<file path="src/rtl/cram_stream_master_pkg.sv">
// Shared definitions for the RAM stream master: access-mode codes and FSM state type.
// Latency: n/a (declarations only).
// Backpressure: n/a.
package cram_stream_master_pkg;

    // Access widths understood by the RAM Ld/St port.
    localparam logic [1:0] MODE_BYTE  = 2'd0;
    localparam logic [1:0] MODE_SHORT = 2'd1;
    localparam logic [1:0] MODE_INT   = 2'd2;
    localparam logic [1:0] MODE_RSVD  = 2'd3;

    typedef enum logic [2:0] {
        ST_IDLE,
        ST_LOAD,
        ST_STORE,
        ST_DRAIN,
        ST_DONE
    } cram_master_state_t;

endpackage

</file>
<file path="src/rtl/cram_stream_master_stream_skid_fifo.sv">
// Two-entry synchronous FIFO with occupancy count; push and pop may coincide.
// Latency: pushed data is visible on pop_data the cycle after the push.
// Backpressure: a push while full is dropped unless a pop happens in the same cycle.
//
// Ports: clock/reset (sync, active-high); push/push_data write side;
//        pop/pop_data read side (pop_data valid while !empty); count/empty/full status.
module stream_skid_fifo #(
    parameter int WIDTH = 32
) (
    input  logic             clock,
    input  logic             reset,
    input  logic             push,
    input  logic [WIDTH-1:0] push_data,
    input  logic             pop,
    output logic [WIDTH-1:0] pop_data,
    output logic [1:0]       count,
    output logic             empty,
    output logic             full
);

    logic [WIDTH-1:0] mem [2];
    logic             wr_ptr;
    logic             rd_ptr;
    logic             do_push;
    logic             do_pop;

    assign empty    = (count == 2'd0);
    assign full     = (count == 2'd2);
    assign do_pop   = pop && !empty;
    // When full, the slot being popped this cycle is the one the write lands in.
    assign do_push  = push && (!full || do_pop);
    assign pop_data = mem[rd_ptr];

    always_ff @(posedge clock) begin
        if (reset) begin
            mem[0] <= '0;
            mem[1] <= '0;
            wr_ptr <= 1'b0;
            rd_ptr <= 1'b0;
            count  <= 2'd0;
        end else begin
            if (do_push) begin
                mem[wr_ptr] <= push_data;
                wr_ptr      <= ~wr_ptr;
            end
            if (do_pop) begin
                rd_ptr <= ~rd_ptr;
            end
            case ({do_push, do_pop})
                2'b10:   count <= count + 2'd1;
                2'b01:   count <= count - 2'd1;
                default: count <= count;
            endcase
        end
    end

endmodule

</file>
<file path="src/rtl/cram_stream_master.sv">
// Sequences one block-transfer command into per-element RAM load/store requests.
// Latency: first request the cycle after command accept; load data appears 2 cycles after its request.
// Backpressure: loads stall when the 2-entry return buffer plus in-flight response would overflow;
//               stores issue only while I_Wr_Valid is high.
//
// Ports: I_Cmd_* command handshake (O_Cmd_Ready high in IDLE); O_Ld_*/I_Ld_* and O_St_* RAM port;
//        I_Wr_*/O_Wr_Ready store stream in; O_Rd_*/I_Rd_Ready load stream out;
//        O_Busy, O_Done (end pulse), O_Err (reject pulse).
module cram_stream_master
    import cram_stream_master_pkg::*;
#(
    parameter int WIDTH_DATA   = 32,
    parameter int WIDTH_ADDR   = 10,
    parameter int WIDTH_LENGTH = 10,
    parameter int BUF_DEPTH    = 2
) (
    input  logic                    clock,
    input  logic                    reset,
    input  logic                    I_Cmd_Valid,
    output logic                    O_Cmd_Ready,
    input  logic                    I_Cmd_Store,
    input  logic [1:0]              I_Cmd_Mode,
    input  logic                    I_Cmd_Signed,
    input  logic [WIDTH_ADDR-1:0]   I_Cmd_Base,
    input  logic [WIDTH_LENGTH-1:0] I_Cmd_Length,
    input  logic [WIDTH_ADDR-1:0]   I_Cmd_Stride,
    output logic                    O_Ld_Req,
    output logic [1:0]              O_Ld_Mode,
    output logic [WIDTH_ADDR-1:0]   O_Ld_Address,
    input  logic                    I_Ld_Valid,
    input  logic [WIDTH_DATA-1:0]   I_Ld_Data,
    output logic                    O_St_Req,
    output logic [1:0]              O_St_Mode,
    output logic [WIDTH_ADDR-1:0]   O_St_Address,
    output logic [WIDTH_DATA-1:0]   O_St_Data,
    input  logic                    I_Wr_Valid,
    output logic                    O_Wr_Ready,
    input  logic [WIDTH_DATA-1:0]   I_Wr_Data,
    output logic                    O_Rd_Valid,
    input  logic                    I_Rd_Ready,
    output logic [WIDTH_DATA-1:0]   O_Rd_Data,
    output logic                    O_Busy,
    output logic                    O_Done,
    output logic                    O_Err
);

    cram_master_state_t          state;
    logic [WIDTH_ADDR-1:0]       addr_q;
    logic [WIDTH_ADDR-1:0]       stride_q;
    logic [WIDTH_LENGTH-1:0]     remain_q;
    logic [1:0]                  mode_q;
    logic                        signed_q;
    logic                        inflight_q;
    logic                        done_q;
    logic                        err_q;

    logic [1:0]                  buf_count;
    logic                        buf_empty;
    logic                        buf_full;
    logic [WIDTH_DATA-1:0]       buf_dout;
    logic [WIDTH_DATA-1:0]       ext_data;
    logic [2:0]                  occupancy;
    logic                        room;
    logic                        ld_req;
    logic                        st_req;
    logic                        issue;
    logic                        push;
    logic                        pop;
    logic                        last_elem;
    logic                        drain_ok;
    logic                        cmd_bad;

    assign pop       = !buf_empty && I_Rd_Ready;
    // Only a response in the slot right after our own request is accepted.
    assign push      = I_Ld_Valid && inflight_q;
    // Buffered + in-flight entries, with a same-cycle pop freeing a slot.
    assign occupancy = {1'b0, buf_count} + {2'b00, inflight_q};
    assign room      = occupancy < (3'(BUF_DEPTH) + {2'b00, pop});
    assign last_elem = (remain_q == WIDTH_LENGTH'(1));

    assign ld_req = !reset && (state == ST_LOAD) && (remain_q != '0) && room;
    assign st_req = !reset && (state == ST_STORE) && I_Wr_Valid;
    assign issue  = ld_req || st_req;

    // Last entry may leave this cycle; nothing can arrive once inflight is clear.
    assign drain_ok = !inflight_q && ((buf_count == 2'd0) || ((buf_count == 2'd1) && pop));

    always_comb begin
        cmd_bad = 1'b0;
        case (I_Cmd_Mode)
            MODE_SHORT: cmd_bad = I_Cmd_Base[0] | I_Cmd_Stride[0];
            MODE_INT:   cmd_bad = (|I_Cmd_Base[1:0]) | (|I_Cmd_Stride[1:0]);
            MODE_RSVD:  cmd_bad = 1'b1;
            default:    cmd_bad = 1'b0;
        endcase
    end

    // The RAM returns narrow data zero-filled; extend it on the way into the buffer.
    always_comb begin
        ext_data = I_Ld_Data;
        case (mode_q)
            MODE_BYTE:  ext_data = {{(WIDTH_DATA-8){signed_q & I_Ld_Data[7]}}, I_Ld_Data[7:0]};
            MODE_SHORT: ext_data = {{(WIDTH_DATA-16){signed_q & I_Ld_Data[15]}}, I_Ld_Data[15:0]};
            default:    ext_data = I_Ld_Data;
        endcase
    end

    always_ff @(posedge clock) begin
        if (reset) begin
            state      <= ST_IDLE;
            addr_q     <= '0;
            stride_q   <= '0;
            remain_q   <= '0;
            mode_q     <= 2'd0;
            signed_q   <= 1'b0;
            inflight_q <= 1'b0;
            done_q     <= 1'b0;
            err_q      <= 1'b0;
        end else begin
            done_q     <= 1'b0;
            err_q      <= 1'b0;
            inflight_q <= ld_req;
            if (issue) begin
                addr_q   <= addr_q + stride_q;
                remain_q <= remain_q - WIDTH_LENGTH'(1);
            end
            case (state)
                ST_IDLE: begin
                    if (I_Cmd_Valid) begin
                        addr_q   <= I_Cmd_Base;
                        stride_q <= I_Cmd_Stride;
                        remain_q <= I_Cmd_Length;
                        mode_q   <= I_Cmd_Mode;
                        signed_q <= I_Cmd_Signed;
                        if (cmd_bad) begin
                            err_q <= 1'b1;
                        end else if (I_Cmd_Length == '0) begin
                            state  <= ST_DONE;
                            done_q <= 1'b1;
                        end else begin
                            state <= I_Cmd_Store ? ST_STORE : ST_LOAD;
                        end
                    end
                end
                ST_LOAD: begin
                    if (ld_req && last_elem) begin
                        state <= ST_DRAIN;
                    end
                end
                ST_STORE: begin
                    if (st_req && last_elem) begin
                        state  <= ST_DONE;
                        done_q <= 1'b1;
                    end
                end
                ST_DRAIN: begin
                    if (drain_ok) begin
                        state  <= ST_DONE;
                        done_q <= 1'b1;
                    end
                end
                ST_DONE: begin
                    state <= ST_IDLE;
                end
                default: begin
                    state <= ST_IDLE;
                end
            endcase
        end
    end

    stream_skid_fifo #(
        .WIDTH (WIDTH_DATA)
    ) u_ret_buf (
        .clock     (clock),
        .reset     (reset),
        .push      (push),
        .push_data (ext_data),
        .pop       (pop),
        .pop_data  (buf_dout),
        .count     (buf_count),
        .empty     (buf_empty),
        .full      (buf_full)
    );

    assign O_Cmd_Ready  = (state == ST_IDLE);
    assign O_Busy       = (state != ST_IDLE);
    assign O_Done       = done_q;
    assign O_Err        = err_q;
    assign O_Ld_Req     = ld_req;
    assign O_Ld_Mode    = mode_q;
    assign O_Ld_Address = addr_q;
    assign O_St_Req     = st_req;
    assign O_St_Mode    = mode_q;
    assign O_St_Address = addr_q;
    assign O_St_Data    = st_req ? I_Wr_Data : '0;
    assign O_Wr_Ready   = (state == ST_STORE);
    assign O_Rd_Valid   = !buf_empty;
    // buf_full is implied by occupancy accounting; exposed by the FIFO for other users.
    assign O_Rd_Data    = (buf_full || !buf_empty) ? buf_dout : '0;

endmodule

</file>
<file path="config.mk">
export PLATFORM = sky130hd
export DESIGN_NAME = cram_stream_master
export DESIGN_NICKNAME = d
export VERILOG_FILES = /design/src/rtl/cram_stream_master_pkg.sv /design/src/rtl/cram_stream_master_stream_skid_fifo.sv /design/src/rtl/cram_stream_master.sv
export SDC_FILE = /design/constraint.sdc
export NUM_CORES = 1
export LEC_CHECK = 0
export CAP_MARGIN = 20
export CORE_UTILIZATION = 47
export CTS_CLUSTER_SIZE = 10
export DETAILED_ROUTE_END_ITERATION = 10
export PLACE_DENSITY_LB_ADDON = 0.3
export SETUP_SLACK_MARGIN = 0.05
export SKIP_CTS_REPAIR_TIMING = 1
export SLEW_MARGIN = 20
export SYNTH_ARGS = -nofsm -noshare
export SYNTH_HDL_FRONTEND = slang
export SYNTH_HIERARCHICAL = 1
export SYNTH_SLANG_ARGS = --single-unit
</file>
<file path="constraint.sdc">
create_clock -name clock -period 3.6 [get_ports clock]
set_clock_uncertainty 0.2 [all_clocks]
set_input_delay 0.36 -clock clock [delete_from_list [all_inputs] [get_ports clock]]
set_output_delay 0.36 -clock clock [all_outputs]
set_load 0.005 [all_outputs]
</file>
; After elaboration in Yosys (flattened, before gate mapping)
; Memories as Yosys holds them, arrays and structs flattened. A register that Yosys moved wholly into a read port is not among the register bits.
; Index checks and enable logic that the tools add are counted.
[classes]
add_sub_neg = 6
order_cmp = 1
eq_ne = 17
n_mux = 36
bitwise = 8
reduce_logical = 34
[op_table]
columns = op, n
row1 = 32-bit two-way mux, 3
row2 = 32-bit one-hot mux with 2 select lines, 1
row3 = 10-bit two-way mux, 6
row4 = 32-bit OR reduction, 1
row5 = 3-bit two-way mux, 6
row6 = 1-bit two-way mux, 15
row7 = 1-bit logical AND, 13
row8 = 3-bit one-hot mux with 4 select lines, 1
row9 = 10-bit adder, 1
row10 = "10-bit by 1-bit equality test with 1-bit output, second input constant", 1
row11 = 10-bit logical NOT, 1
row12 = 10-bit nonzero test, 1
row13 = "10-bit by 1-bit subtractor with 10-bit output, second input constant", 1
row14 = "2-bit by 1-bit equality test with 1-bit output, second input constant", 4
row15 = "2-bit equality test, second input constant", 4
row16 = "3-bit by 2-bit equality test with 1-bit output, second input constant", 2
row17 = "2-bit inequality test, second input constant", 3
row18 = 1-bit one-hot mux with 3 select lines, 2
row19 = 5-bit AND reduction, 1
row20 = 1-bit logical NOT, 4
row21 = 2-bit logical NOT, 2
row22 = 1-bit logical OR, 4
row23 = "2-bit by 1-bit inequality test with 1-bit output, second input constant", 2
row24 = 1-bit NOT, 4
row25 = other kinds (16), 19
[totals]
regBits = 43
ramBits = 64
input_bits = 104
out_inout_bits = 96
elab_cells = 115
memories = 1
[mem_list]
columns = memory, depth, word_bits, read_ports, rd_ports_with_merged_regs, write_ports, line_no
row1 = u_ret_buf.mem, 2, 32, 1, 1, 2, cram_stream_master_stream_skid_fifo.sv:21  ; logic [WIDTH-1:0] mem [2];

; Longest topological paths before layout
; Gate-level depths: netlist (run 1).
[depth]
word_depth = 11
mapped_depth = 10
mapped_depth_nobuf = 8

; Modules after synthesis
; The synthesis (run 1) kept the hierarchy.
[modules_own_cells]
columns = module, n_inst, cells_per_inst, area_per_inst_um2, seq_area_each_um2
row1 = stream_skid_fifo, 1, 197, 3031.7, 2021.9
row2 = cram_stream_master, 1, 393, 2981.6, 780.7

; Worst setup path before layout (run 1)
; Ideal clock, no wire load.
[synth_path]
path_kind = reg-to-reg
from = register u_ret_buf.count[0]
to = memory u_ret_buf.mem[0][0], enable pin
setup_time_ns = 0.428
arrival_ns = 2.646
required_time_ns = 2.972
slack_ns = 0.327
path_stages_with_launch = 6
n_path_buf = 0
period_less_slack_ns = 3.273
path_cell_list = dfxtp_1 -> nor2_1 -> nor2b_1 -> nor3b_4 -> nand2b_1 -> o21bai_1
[synth_lines]
columns = item, line_no
row1 = from (decl), cram_stream_master_stream_skid_fifo.sv:16  ; output logic [1:0] count,
row2 = from (signal assigned), cram_stream_master_stream_skid_fifo.sv:50  ; 2'b10: count <= count + 2'd1;
row3 = from (signal assigned), cram_stream_master_stream_skid_fifo.sv:51  ; 2'b01: count <= count - 2'd1;
row4 = from (signal assigned), cram_stream_master_stream_skid_fifo.sv:52  ; default: count <= count;
row5 = to (decl), cram_stream_master_stream_skid_fifo.sv:21

; Worst setup path in the final report (run 1)
[layout_path]
from = register u_ret_buf.count[0]
to = output port O_Ld_Req
[layout_between]
elab_chain_cells = 6
elab_cells_between_ends = 7
classes_between = add/sub (2) / order compare (1) / reduce/logical (4)
[layout_rtl]
columns = item, line_no
row1 = 2-bit logical NOT, cram_stream_master_stream_skid_fifo.sv:27  ; assign empty = (count == 2'd0);
row2 = 1-bit logical NOT, cram_stream_master.sv:73  ; assign pop = !buf_empty && I_Rd_Ready;
row3 = 1-bit logical AND, cram_stream_master.sv:73
row4 = 2-bit by 1-bit adder with 3-bit output, cram_stream_master.sv:78  ; assign room = occupancy < (3'(BUF_DEPTH) + {2'b00, pop});
row5 = 3-bit less-than comparator *, cram_stream_master.sv:78
row6 = 1-bit logical AND *, cram_stream_master.sv:81  ; assign ld_req = !reset && (state == ST_LOAD) && (remain_q != '0) && room;
row7 = to (decl), cram_stream_master.sv:27  ; output logic O_Ld_Req,
; Every way passes the cells marked *; elsewhere a longest branch is shown, timed or not.

==> impl_metrics.py, run 1 <==
metrics = {
    "run_status": {
        "status": "finished, final reports clean",
    },
    "sta": {
        "fmax_mhz": 304.2,
        "tightest_slew_ns": 0.7340,
        "finalSetupViolCount": 0,
        "tns_ns": 0,
        "finalHoldViolations": 0,
        "hold-worst-slack_ns": 0.2654,
        "rsz0062_at_grt": "no",
        "final.period_utilization_pct": 91.30,
        "relSlewSlack_pct": 51.07,
        "post-route-min-period_ns": 3.287,
        "slew_viol_final": 0,
    },
    "synth": {
        "synth_top_family_by_area": "simple AND/OR/NAND/NOR gates",
        "synthSimpleGateAreaFrac_pct": 24.62,
        "synth_async_sr_flop_share_pct": 0,
        "yosys.area.top_type": "edfxtp_1",
        "synth-edff-count": 64,
        "synth_xor_area_share_pct": 2.622,
        "synth_common_cells": "and2_1, edfxtp_1, nand2_1",
        "syn_area_um2": 6013,
        "synth_compound_area_share_pct": 11.03,
        "synthAdderAreaFrac_pct": 3.246,
        "syn_inst": 590,
        "yosysSeqAreaShare_pct": 46.61,
        "syn_nets": 709,
        "synth_ff_type": "edfxtp_1",
        "synth_warnings": 6,
        "yosysTopAreaCellShare_pct": 31.96,
        "yosys.cell_types.count": 55,
        "ys_ff_latch": 108,
        "synth_mux_area_share_pct": 7.179,
        "avgSynthCellArea_um2": 10.19,
        "synth_area_leaders": "edfxtp_1, dfxtp_1, and2_1, mux2_2, ha_1",
        "synth_most_common_cell": "and2_1",
    },
    "global_routing": {
        "track_usage_pct": 23.13,
        "grt_max_degree": 50,
        "grt_pass1_wl_mm": 23.74,
        "grt_pass1_vias": 4885,
        "grt_overflow_total": 0,
        "antenna_found_initial": 0,
    },
    "die": {
        "die-area_um2": 13250,
        "die_w_um": 115.1,
        "core_um2": 12260,
        "rows": 40,
        "io_pins": 200,
        "dieHeight_um": 115.1,
        "start_util_pct": 49.04,
    },
    "cts": {
        "insertion_delay_ns": 0.34,
        "cts_sinks": 108,
        "clk_pin_slew_ns": 0.07,
        "cts_tree": "built",
        "h-tree-depth": 3,
        "clockBufferDepth": 2,
        "cts_inserted_buffers": 9,
        "root_buffer": "clkbuf_16",
    },
    "route": {
        "post_drt_via_cell_ratio": 5.244,
        "dr.pass1.iters": 4,
        "drc": 0,
        "vias": 4914,
        "drt-total-wl_mm": 15.11,
        "drtIter0Drc": 324,
        "wl_per_cell_um": 16.13,
        "ant_nets": 0,
    },
    "final_layout": {
        "diodes": 0,
        "final_layout_size_suffix_gt1_share_pct": 8.713,
        "synthToLayoutAreaGrowth_pct": 38.81,
        "fill_cells": 968,
        "nets": 883,
    },
    "worst_setup_path": {
        "worstPathCellList": "ha_1 > or3b_2 > a2111o_1 > nor2_1 > clkdlybuf4s50_1",
        "cpLargestDelayFamily": "simple AND/OR/NAND/NOR gates",
        "crit_type": "flop to output port",
        "critPathSlowestCell": "clkdlybuf4s50_1",
        "cp.required_ns": 3.04,
        "path_buf_inv": 1,
        "cpPeakStageDelay_ns": 0.56,
        "cp-end-kind": "output port",
        "startpoint_type": "flop",
        "cp_max_fo": 8,
        "arrival_ns": 2.73,
    },
    "placed_design": {
        "numPortBuffers": 199,
        "gp_congestion": 0.8183,
        "dp_hpwl_mm": 10.81,
    },
    "run": {
        "drv_cap": 0,
    },
    "hold_path": {
        "hp-class": "flop to flop",
    },
    "power": {
        "peakVddDrop_v": 0.0003719,
        "p_leak_nw": 3.312,
        "powerDensity_nw_per_um2": 471.3,
    },
}
==> layout by cell type (no fill, tap or decap), types with 2 or more instances in the layout <==
cell	instances
nor4b_1	2
and3_1	2
xnor2_1	11
a31oi_1	2
nand3_1	6
o21ai_0	17
buf_4	11
nand2_1	45
nor2_1	34
edfxtp_1	64
mux2_1	2
mux2_2	31
o311ai_0	2
clkdlybuf4s50_1	198
nand2b_1	4
inv_1	5
a21o_1	19
o211ai_1	3
mux2i_1	6
clkinvlp_4	2
clkbuf_16	9
and2_1	131
ha_1	14
nor3_1	5
nor3b_1	2
a211oi_1	16
nor2b_1	4
nand3b_1	3
o21a_1	5
o21bai_1	3
or3_1	4
dfxtp_1	43
a21oi_1	23
a311oi_1	4
nor4_1	3
xor2_1	7
==> registers in the layout, summed over array words and instances (netlist names), named ones only <==
name,count
O_Done,1
O_Err,1
O_Ld_Address,10
O_Ld_Mode,2
inflight_q,1
remain_q,10
signed_q,1
state,3
stride_q,10
u_ret_buf/count,2
u_ret_buf/mem,64
u_ret_buf/rd_ptr,1
u_ret_buf/wr_ptr,1
==> worst reg2reg max path: stages (launching register included) <==
cell      delay [ns]
dfxtp_2         0.43
ha_1            0.26
or3b_2          0.46
a2111o_1        0.48
o311ai_0        0.57
and3_1          0.30
nor4b_1         0.23
==> final timing paths <==
path | start | slack [ns] | end | depth (start not counted)
worst max-delay path | u_ret_buf/count[0]$_SDFFE_PP0P_ | 0.31 | O_Ld_Req | 5
worst min-delay path | stride_q[2]$_SDFFE_PP0P_ | 0.27 | stride_q[2]$_SDFFE_PP0P_ | 2
worst max register to register | u_ret_buf/count[0]$_SDFFE_PP0P_ | 0.57 | O_Done$_SDFF_PP0_ | 6
worst min register to register | stride_q[2]$_SDFFE_PP0P_ | 0.27 | stride_q[2]$_SDFFE_PP0P_ | 2
==> logic make-up (layout without fill, tap and decap cells) <==
| group | after synthesis | after routing |
|---|---|---|
| AO/OA/AOI/OAI | 100 | 100 |
| XOR/XNOR | 18 | 18 |
| adder cells (fa/ha/maj) | 15 | 15 |
| buffers and inverters | 53 | 232 |
| flip-flops | 108 | 108 |
| multiplexers | 39 | 39 |
| AND/OR/NAND/NOR | 257 | 257 |
==> through the flow <==
stage / cell area, um^2 / total power [W] / util, % / instances / setup slack (ns)
floorplan: 6013 / 0.002435 / - / 590 / 0.3265
global placement: 8049 / 0.002926 / 65.64 / 921 / 0.5019
detailed placement: 8049 / 0.002972 / 65.64 / 921 / 0.4183
CTS: 8342 / 0.003948 / 68.03 / 937 / 0.1581
global route: 8347 / 0.004155 / 68.07 / 937 / 0.1759
finish: 8347 / 0.003934 / 68.07 / 937 / 0.3131
==> report_power, final <==
part,leakage [nW],internal (W),switching [W]
sequential,1.02,0.00148,0.000162
combinational,2.15,0.000699,0.000619
clock,0.137,0.000540,0.000439
==> layout make-up <==
| class | instances | area, um^2 | share of cell area, % |
|---|---|---|---|
| flip-flops and latches | 108 | 2804 | 33.59 |
| multi-input cells | 429 | 2944 | 35.27 |
| repair buffers | 210 | 2069 | 24.79 |
| inverters | 6 | 26.28 | 0.3148 |
| clock buffers | 10 | 229.0 | 2.743 |
| clock inverters | 6 | 63.81 | 0.7645 |
| well taps | 168 | 210.2 | 2.518 |
==> layer usage <==
layer	global-route usage, %	vias to the layer above	part of all wire, %	routed length, um
li1	-	2393	-	-
met5	0	-	0	0
met3	4.850	14	6.7	1010
met2	43.05	172	52	7830
met1	26.69	2335	40	6056
met4	6.494	0	1.4	212
Note: power is estimated with default switching activity, not from simulation.
==> run 2, diff against run 1 <==
--- a/config.mk
+++ b/config.mk
@@ -5,6 +5,7 @@
 export SDC_FILE = /design/constraint.sdc
 export NUM_CORES = 1
 export LEC_CHECK = 0
+export ABC_AREA = 0
 export CAP_MARGIN = 20
 export CORE_UTILIZATION = 47
 export CTS_CLUSTER_SIZE = 10
==> results of run 2 <==
Same layout as run 1: the final DEF is identical, and so are final timing and power.
==> run 3, diff against run 2 <==
--- a/config.mk
+++ b/config.mk
@@ -6,7 +6,7 @@
 export NUM_CORES = 1
 export LEC_CHECK = 0
 export ABC_AREA = 0
-export CAP_MARGIN = 20
+export CAP_MARGIN = 30
 export CORE_UTILIZATION = 47
 export CTS_CLUSTER_SIZE = 10
 export DETAILED_ROUTE_END_ITERATION = 10
==> results of run 3 <==
Same layout as run 1: the final DEF is identical, and so are final timing and power.
